<file path="src/rtl/decode_stall_ctrl_pkg.sv">
// Shared decode definitions: opcodes, IR field positions, NOP encoding.
package decode_stall_ctrl_pkg;

  localparam int REG_IDX_W = 4;

  localparam logic [7:0] OP_ADD  = 8'h00;
  localparam logic [7:0] OP_ADDI = 8'h01;
  localparam logic [7:0] OP_BRZ  = 8'h20;
  localparam logic [7:0] OP_JMP  = 8'h21;
  localparam logic [7:0] OP_NOP  = 8'hFF;

  localparam int OPC_HI  = 31;
  localparam int OPC_LO  = 24;
  localparam int DST_HI  = 23;
  localparam int DST_LO  = 20;
  localparam int SRC1_HI = 19;
  localparam int SRC1_LO = 16;
  localparam int SRC2_HI = 11;
  localparam int SRC2_LO = 8;

  localparam logic [31:0] NOP_IR = 32'hFF000000;

  typedef struct packed {
    logic wr_dst;
    logic rd_src1;
    logic rd_src2;
    logic is_br;
  } op_class_t;

  function automatic op_class_t classify(input logic [7:0] opc);
    op_class_t c;
    c = '0;
    case (opc)
      OP_ADD:  begin c.wr_dst = 1'b1; c.rd_src1 = 1'b1; c.rd_src2 = 1'b1; end
      OP_ADDI: begin c.wr_dst = 1'b1; c.rd_src1 = 1'b1; end
      OP_BRZ:  begin c.is_br = 1'b1; c.rd_src1 = 1'b1; end
      OP_JMP:  c.is_br = 1'b1;
      default: c = '0;
    endcase
    return c;
  endfunction

endpackage

</file>
<file path="src/rtl/decode_scoreboard.sv">
// Busy bit per GPR; set wins over same-cycle clear, and queries see
// a same-cycle writeback as already complete.
module decode_scoreboard #(
  parameter int NUM_REGS = 16,
  parameter int IDX_W    = 4
) (
  input  logic                 clk,
  input  logic                 rst_n,
  input  logic                 set_en,
  input  logic [IDX_W-1:0]     set_idx,
  input  logic                 clr_en,
  input  logic [IDX_W-1:0]     clr_idx,
  input  logic [2:0][IDX_W-1:0] q_idx,
  output logic [2:0]           q_busy
);

  logic [NUM_REGS-1:0] busy_q;
  logic [NUM_REGS-1:0] busy_d;

  always_comb begin
    busy_d = busy_q;
    if (clr_en) busy_d[clr_idx] = 1'b0;
    if (set_en) busy_d[set_idx] = 1'b1;
  end

  always_comb begin
    q_busy = '0;
    for (int i = 0; i < 3; i++) begin
      q_busy[i] = busy_q[q_idx[i]] & ~(clr_en & (clr_idx == q_idx[i]));
    end
  end

  always_ff @(negedge clk or negedge rst_n) begin
    if (!rst_n) busy_q <= '0;
    else        busy_q <= busy_d;
  end

endmodule

</file>
<file path="src/rtl/decode_stall_ctrl.sv">
// Decode stage: hazard detection, branch hold-off and the decode/execute latch.
// Optional stall counters are built when DECODE_STALL_CNT_EN is defined.
module decode_stall_ctrl #(
  parameter int NUM_REGS  = 16,
  parameter int REG_IDX_W = decode_stall_ctrl_pkg::REG_IDX_W,
  parameter int PC_WIDTH  = 16,
  parameter int IR_WIDTH  = 32
) (
  input  logic                 I_CLOCK,
  input  logic                 I_LOCK,
  input  logic [PC_WIDTH-1:0]  I_PC,
  input  logic [IR_WIDTH-1:0]  I_IR,
  input  logic                 I_FE_Valid,
  input  logic                 I_BranchAddrSelect,
  input  logic                 I_WBValid,
  input  logic [REG_IDX_W-1:0] I_WBDestReg,
  output logic                 O_LOCK,
  output logic                 O_DepStallSignal,
  output logic                 O_BranchStallSignal,
  output logic [PC_WIDTH-1:0]  O_PC,
  output logic [IR_WIDTH-1:0]  O_IR,
  output logic                 O_DE_Valid,
  output logic [REG_IDX_W-1:0] O_DestReg,
  output logic [REG_IDX_W-1:0] O_Src1Reg,
  output logic [REG_IDX_W-1:0] O_Src2Reg,
  output logic [31:0]          O_DepStallCount,
  output logic [31:0]          O_BrStallCount
);

  import decode_stall_ctrl_pkg::*;

  op_class_t            cls;
  logic [REG_IDX_W-1:0] dst, src1, src2;
  logic [2:0]           q_busy;
  logic                 dep, issue;
  logic                 unused_ir;

  logic                 lock_q, br_q, br_d, valid_q, valid_d;
  logic [PC_WIDTH-1:0]  pc_q, pc_d;
  logic [IR_WIDTH-1:0]  ir_q, ir_d;
  logic [REG_IDX_W-1:0] dst_q, dst_d, s1_q, s1_d, s2_q, s2_d;

  assign cls  = classify(I_IR[OPC_HI:OPC_LO]);
  assign dst  = I_IR[DST_HI:DST_LO];
  assign src1 = I_IR[SRC1_HI:SRC1_LO];
  assign src2 = I_IR[SRC2_HI:SRC2_LO];
  assign unused_ir = ^{I_IR[15:12], I_IR[7:0]};

  decode_scoreboard #(
    .NUM_REGS (NUM_REGS),
    .IDX_W    (REG_IDX_W)
  ) u_sb (
    .clk     (I_CLOCK),
    .rst_n   (I_LOCK),
    .set_en  (issue & cls.wr_dst),
    .set_idx (dst),
    .clr_en  (I_WBValid),
    .clr_idx (I_WBDestReg),
    .q_idx   ({dst, src2, src1}),
    .q_busy  (q_busy)
  );

  // Squashed slots behind a pending branch never raise a dependency stall.
  always_comb begin
    dep = I_LOCK & I_FE_Valid & ~br_q &
          ((cls.rd_src1 & q_busy[0]) |
           (cls.rd_src2 & q_busy[1]) |
           (cls.wr_dst  & q_busy[2]));
    issue = I_LOCK & I_FE_Valid & ~br_q & ~dep;
  end

  assign O_DepStallSignal    = dep;
  assign O_BranchStallSignal = br_q | (issue & cls.is_br);

  always_comb begin
    br_d    = br_q;
    valid_d = issue;
    pc_d    = pc_q;
    ir_d    = ir_q;
    dst_d   = dst_q;
    s1_d    = s1_q;
    s2_d    = s2_q;
    if (issue & cls.is_br)    br_d = 1'b1;
    else if (I_BranchAddrSelect) br_d = 1'b0;
    if (issue) begin
      pc_d  = I_PC;
      ir_d  = I_IR;
      dst_d = dst;
      s1_d  = src1;
      s2_d  = src2;
    end
  end

  always_ff @(negedge I_CLOCK or negedge I_LOCK) begin
    if (!I_LOCK) begin
      lock_q  <= 1'b0;
      br_q    <= 1'b0;
      valid_q <= 1'b0;
      pc_q    <= '0;
      ir_q    <= NOP_IR;
      dst_q   <= '0;
      s1_q    <= '0;
      s2_q    <= '0;
    end else begin
      lock_q  <= I_LOCK;
      br_q    <= br_d;
      valid_q <= valid_d;
      pc_q    <= pc_d;
      ir_q    <= ir_d;
      dst_q   <= dst_d;
      s1_q    <= s1_d;
      s2_q    <= s2_d;
    end
  end

  assign O_LOCK     = lock_q;
  assign O_PC       = pc_q;
  assign O_IR       = ir_q;
  assign O_DE_Valid = valid_q;
  assign O_DestReg  = dst_q;
  assign O_Src1Reg  = s1_q;
  assign O_Src2Reg  = s2_q;

`ifdef DECODE_STALL_CNT_EN
  logic [31:0] dep_cnt_q, dep_cnt_d, br_cnt_q, br_cnt_d;

  always_comb begin
    dep_cnt_d = dep_cnt_q;
    br_cnt_d  = br_cnt_q;
    if (dep && dep_cnt_q != 32'hFFFFFFFF) dep_cnt_d = dep_cnt_q + 32'd1;
    if (br_q && br_cnt_q != 32'hFFFFFFFF) br_cnt_d = br_cnt_q + 32'd1;
  end

  always_ff @(negedge I_CLOCK or negedge I_LOCK) begin
    if (!I_LOCK) begin
      dep_cnt_q <= '0;
      br_cnt_q  <= '0;
    end else begin
      dep_cnt_q <= dep_cnt_d;
      br_cnt_q  <= br_cnt_d;
    end
  end

  assign O_DepStallCount = dep_cnt_q;
  assign O_BrStallCount  = br_cnt_q;
`else
  assign O_DepStallCount = '0;
  assign O_BrStallCount  = '0;
`endif

endmodule
</file>
<file path="config.mk">
export PLATFORM = sky130hd
export DESIGN_NAME = decode_stall_ctrl
export DESIGN_NICKNAME = d
export VERILOG_FILES = /design/src/rtl/decode_stall_ctrl_pkg.sv /design/src/rtl/decode_scoreboard.sv /design/src/rtl/decode_stall_ctrl.sv
export SDC_FILE = /design/constraint.sdc
export NUM_CORES = 1
export LEC_CHECK = 0
export CAP_MARGIN = 20
export CORE_MARGIN = 2
export CORE_UTILIZATION = 42
export CTS_CLUSTER_DIAMETER = 30
export DETAILED_ROUTE_END_ITERATION = 8
export PLACE_DENSITY = 0.88
export SYNTH_ARGS = -nofsm -noshare
export SYNTH_HDL_FRONTEND = slang
export SYNTH_SLANG_ARGS = --single-unit
</file>
<file path="constraint.sdc">
create_clock -name I_CLOCK -period 4.77 [get_ports I_CLOCK]
set_input_delay 1.1925 -clock I_CLOCK [delete_from_list [all_inputs] [get_ports I_CLOCK]]
set_output_delay 1.1925 -clock I_CLOCK [all_outputs]
set_load 0.03 [all_outputs]
</file>
==> impl_metrics.ini <==
[run_status]
status = finished with violations
violations = negative setup slack

[synth]
syn_avg_cell_area_um2 = 12.6
synth.cells.most_frequent = sky130_fd_sc_hd__buf_4, sky130_fd_sc_hd__dfrtn_1, sky130_fd_sc_hd__mux2_1, sky130_fd_sc_hd__o21ai_0, sky130_fd_sc_hd__o41ai_2
synth_async_sr_flop_share = 1.00
post_synth_inst_count = 317
commonest_register_cell_after_synthesis = sky130_fd_sc_hd__dfrtn_1
ys_warn_count = 0
synth-edff-count = 0
synth-seq-cells = 67
number_of_distinct_library_cell_variants_in_the_gate_level_netlist_after_synthesis = 35
top_cells_by_area_in_the_synthesized_netlist = sky130_fd_sc_hd__dfrtn_1, sky130_fd_sc_hd__buf_4, sky130_fd_sc_hd__mux2_1
post-synth-top-area-fraction = 0.369
yosysSeqAreaShare = 0.421
synthesis.area_um2 = 4010
synth.largest_area_cell = sky130_fd_sc_hd__dfrtn_1
post-synth-top-count-cell = sky130_fd_sc_hd__buf_4

[power]
power_switching_uw = 684
pwr_density_cell_nw_per_um2 = 318
power_frac_clock = 0.316
power.ir.vdd_worst_v = 0.000161
sw_frac_of_total = 0.354
seq_power_share = 0.358
leakagePower_uw = 0.00310
comb_power_share = 0.326
power_report.internal_total_uw = 1250

[hold_path]
timing.hold.worst.start = O_IR[3]$_DFFE_NN0P_
whs_path_depth = 1
hold_path_class = flop to flop
hold_end = O_IR[3]$_DFFE_NN0P_

[floorplanning]
die_area_um2 = 10300
row_count = 35
core_um2 = 9240
floorplan.io_pins = 185
die-height_um = 102
initial_utilization = 0.434
fp.dieW_um = 102

[place]
place_worst_setup_slack_ns = -1.76
gp_routability_congestion = 0.927
hpwl_um = 7780
portbufs = 120

[setup_path]
cp_data_arrival_time_ns = 5.18
criticalPathCategory = flop to output port
critical_path_required_ns = 3.58
path_delay_family = multiplexers
worstSetupStartpointType = flop
reg2reg_from = u_sb.busy_q[14]$_DFF_NN0_
path_buf_inv = 3
cpMaxStageDelayCell = sky130_fd_sc_hd__mux4_2
timing.critical_path.cells = mux4_2 > mux4_2 > o211ai_1 > o21ai_2 > a211o_4 > buf_12 > buf_12 > o21ai_4 > buf_6
reg2reg_slack_ns = 1.84
worst_r2r_path_depth = 10
critical_path_peak_fanout = 4
regToRegEndpoint = O_IR[21]$_DFFE_NN0P_
critPathCaptureType = output port
worst_path_largest_cell_delay_ns = 0.49

[clocking]
cts_tree = yes
cts-root-buf = sky130_fd_sc_hd__clkbuf_8
cts_buffer_depth = 2
clk_latency_ns = 0.41
clk_pin_slew_ns = 0.05
cts-buffers-inserted = 9
count_of_h_tree_levels_built_during_cts = 3
ctsHoldBuffers = 0
cts_num_sinks = 67

[sta]
max-slew-margin-rel = 0.426
max_slew_violations = 0
holdWs_ns = 0.450
finalSetupViolCount = 68
worst-slew-pin-transition_ns = 0.861
clock-skew-final_ns = 0.0769
hold_viol_final = 0
grt_setup_unrepaired = true
finalWorstSetupSlack_ns = -1.60
fin_setup_tns_ns = -70.27

[global_routing]
number_of_antenna_violations_at_the_first_check_in_global_routing = 0
overall_global_routing_usage = 0.217
grt.overflow.total = 0
first_global_vias = 3157
largest_net_degree_at_the_start_of_global_routing = 69
grt_first_pass_wirelength_um = 16900

[detailed_routing]
vias = 3060
met1_length_um = 4620
drt_iter0_drc = 107
detail-route-antenna-nets = 0
drt-pass1-iter-count = 4
detail_route.wirelength_um = 12300
detailroute.wirelength.met2_um = 6560
highest_routed_layer = met4
detail_route.vias_per_cell = 4.91
drt_drc_violations_left = 0
route.detailed.wl_per_inst_um = 19.8
routed-wl-met3_um = 775

[cells_and_area]
num-nets-final = 546
area.growth.synth_to_final_pct = 51.3
final_layout_size_suffix_gt1_frac = 0.437
antenna-diode-count = 0

[run]
max_cap_viol_count = 0
## power by group through the flow
stage	clock network [uW]	logic (uW)	registers, uW
floorplan	11.6	307	821
global placement	11.6	624	695
global route	646	660	699
detailed placement	11.6	632	697
finish	610	630	691
CTS	607	621	688
## how the worst max path moves through the flow
stage / start / to / slack, ns / depth (start not counted)
floorplan: I_IR[8] / O_IR[12]$_DFFE_NN0P_ / -1.10 / 9
global placement: I_IR[8] / u_sb.busy_q[5]$_DFF_NN0_ / -1.73 / 10
detailed placement: I_IR[8] / O_IR[4]$_DFFE_NN0P_ / -1.76 / 9
CTS: u_sb.busy_q[1]$_DFF_NN0_ / O_BranchStallSignal / -1.56 / 9
global route: u_sb.busy_q[14]$_DFF_NN0_ / O_BranchStallSignal / -1.67 / 9
finish: u_sb.busy_q[14]$_DFF_NN0_ / O_BranchStallSignal / -1.60 / 9
## flip-flops by register name, indices dropped and copies added (netlist names)
signal / flops
br_q: 1
O_PC: 16
O_DE_Valid: 1
O_IR: 32
O_LOCK: 1
u_sb.busy_q: 16
## worst register-to-register path, stage by stage, from the launching register on
cell and delay (ns):
sky130_fd_sc_hd__dfrtn_1 0.39, sky130_fd_sc_hd__mux4_2 0.48, sky130_fd_sc_hd__mux4_2 0.49, sky130_fd_sc_hd__o211ai_1 0.12
sky130_fd_sc_hd__o21ai_2 0.10, sky130_fd_sc_hd__a211o_4 0.36, sky130_fd_sc_hd__buf_12 0.13, sky130_fd_sc_hd__buf_4 0.12
sky130_fd_sc_hd__buf_6 0.12, sky130_fd_sc_hd__buf_12 0.14, sky130_fd_sc_hd__mux2_4 0.31
## cell type report
class,instances,area [um2]
Clock inverter,15,144
Inverter,3,37.5
Timing Repair Buffer,179,1650
Timing Repair inverter,6,125
Clock buffer,9,124
Tap cell,129,161
Multi-Input combinational cell,215,2130
Fill cell,655,3180
Sequential cell,67,1690
## layout by cell type, fill, tap and decap left out, drive strengths merged, types with 2 or more instances in the layout
cell / n
buf: 70
conb: 64
dfrtn: 59
mux2: 48
clkdlybuf4s50: 43
clkbuf: 31
dlygate4sd2: 23
o21ai: 18
o41ai: 16
clkdlybuf4s15: 15
mux4: 13
inv: 10
clkinv: 10
dfstp: 8
nand2: 8
nand2b: 7
xor2: 6
xnor2: 6
dlymetal6s2s: 6
nand3: 5
nand3b: 4
mux2i: 3
or2: 3
bufinv: 3
nor4: 2
nor2: 2
and4: 2
nor3: 2
## through the flow
step | utilization | area [um2] | std cells | power, uW
finish | 0.656 | 6060 | 623 | 1930
global route | 0.656 | 6060 | 623 | 2010
CTS | 0.643 | 5940 | 620 | 1920
detailed placement | 0.581 | 5370 | 579 | 1340
global placement | 0.581 | 5370 | 579 | 1330
floorplan | - | 4380 | 380 | 1140
## layer usage
metal,vias to the layer above,global-route usage
met3,28,0.0476
met4,0,0.0780
met2,156,0.374
li1,1331,-
met1,1545,0.267
met5,-,0
## timing repair
item                                    in CTS  in global routing
buffers inserted                            12                  7
pin swaps                                   10                 16
gates resized for setup                    150                 81
cloned                                       6                  2
endpoints found under the setup margin     128                101
## logic make-up after synthesis
group / count (synthesis) / share of synthesized area
multiplexers: 64 / 0.225
AND/OR/NAND/NOR: 37 / 0.0528
flip-flops: 67 / 0.421
other: 1 / 0.000936
XOR/XNOR: 12 / 0.0262
buffers and inverters: 98 / 0.178
AO/OA/AOI/OAI: 38 / 0.0965
Note: power is estimated with default switching activity, not from simulation.
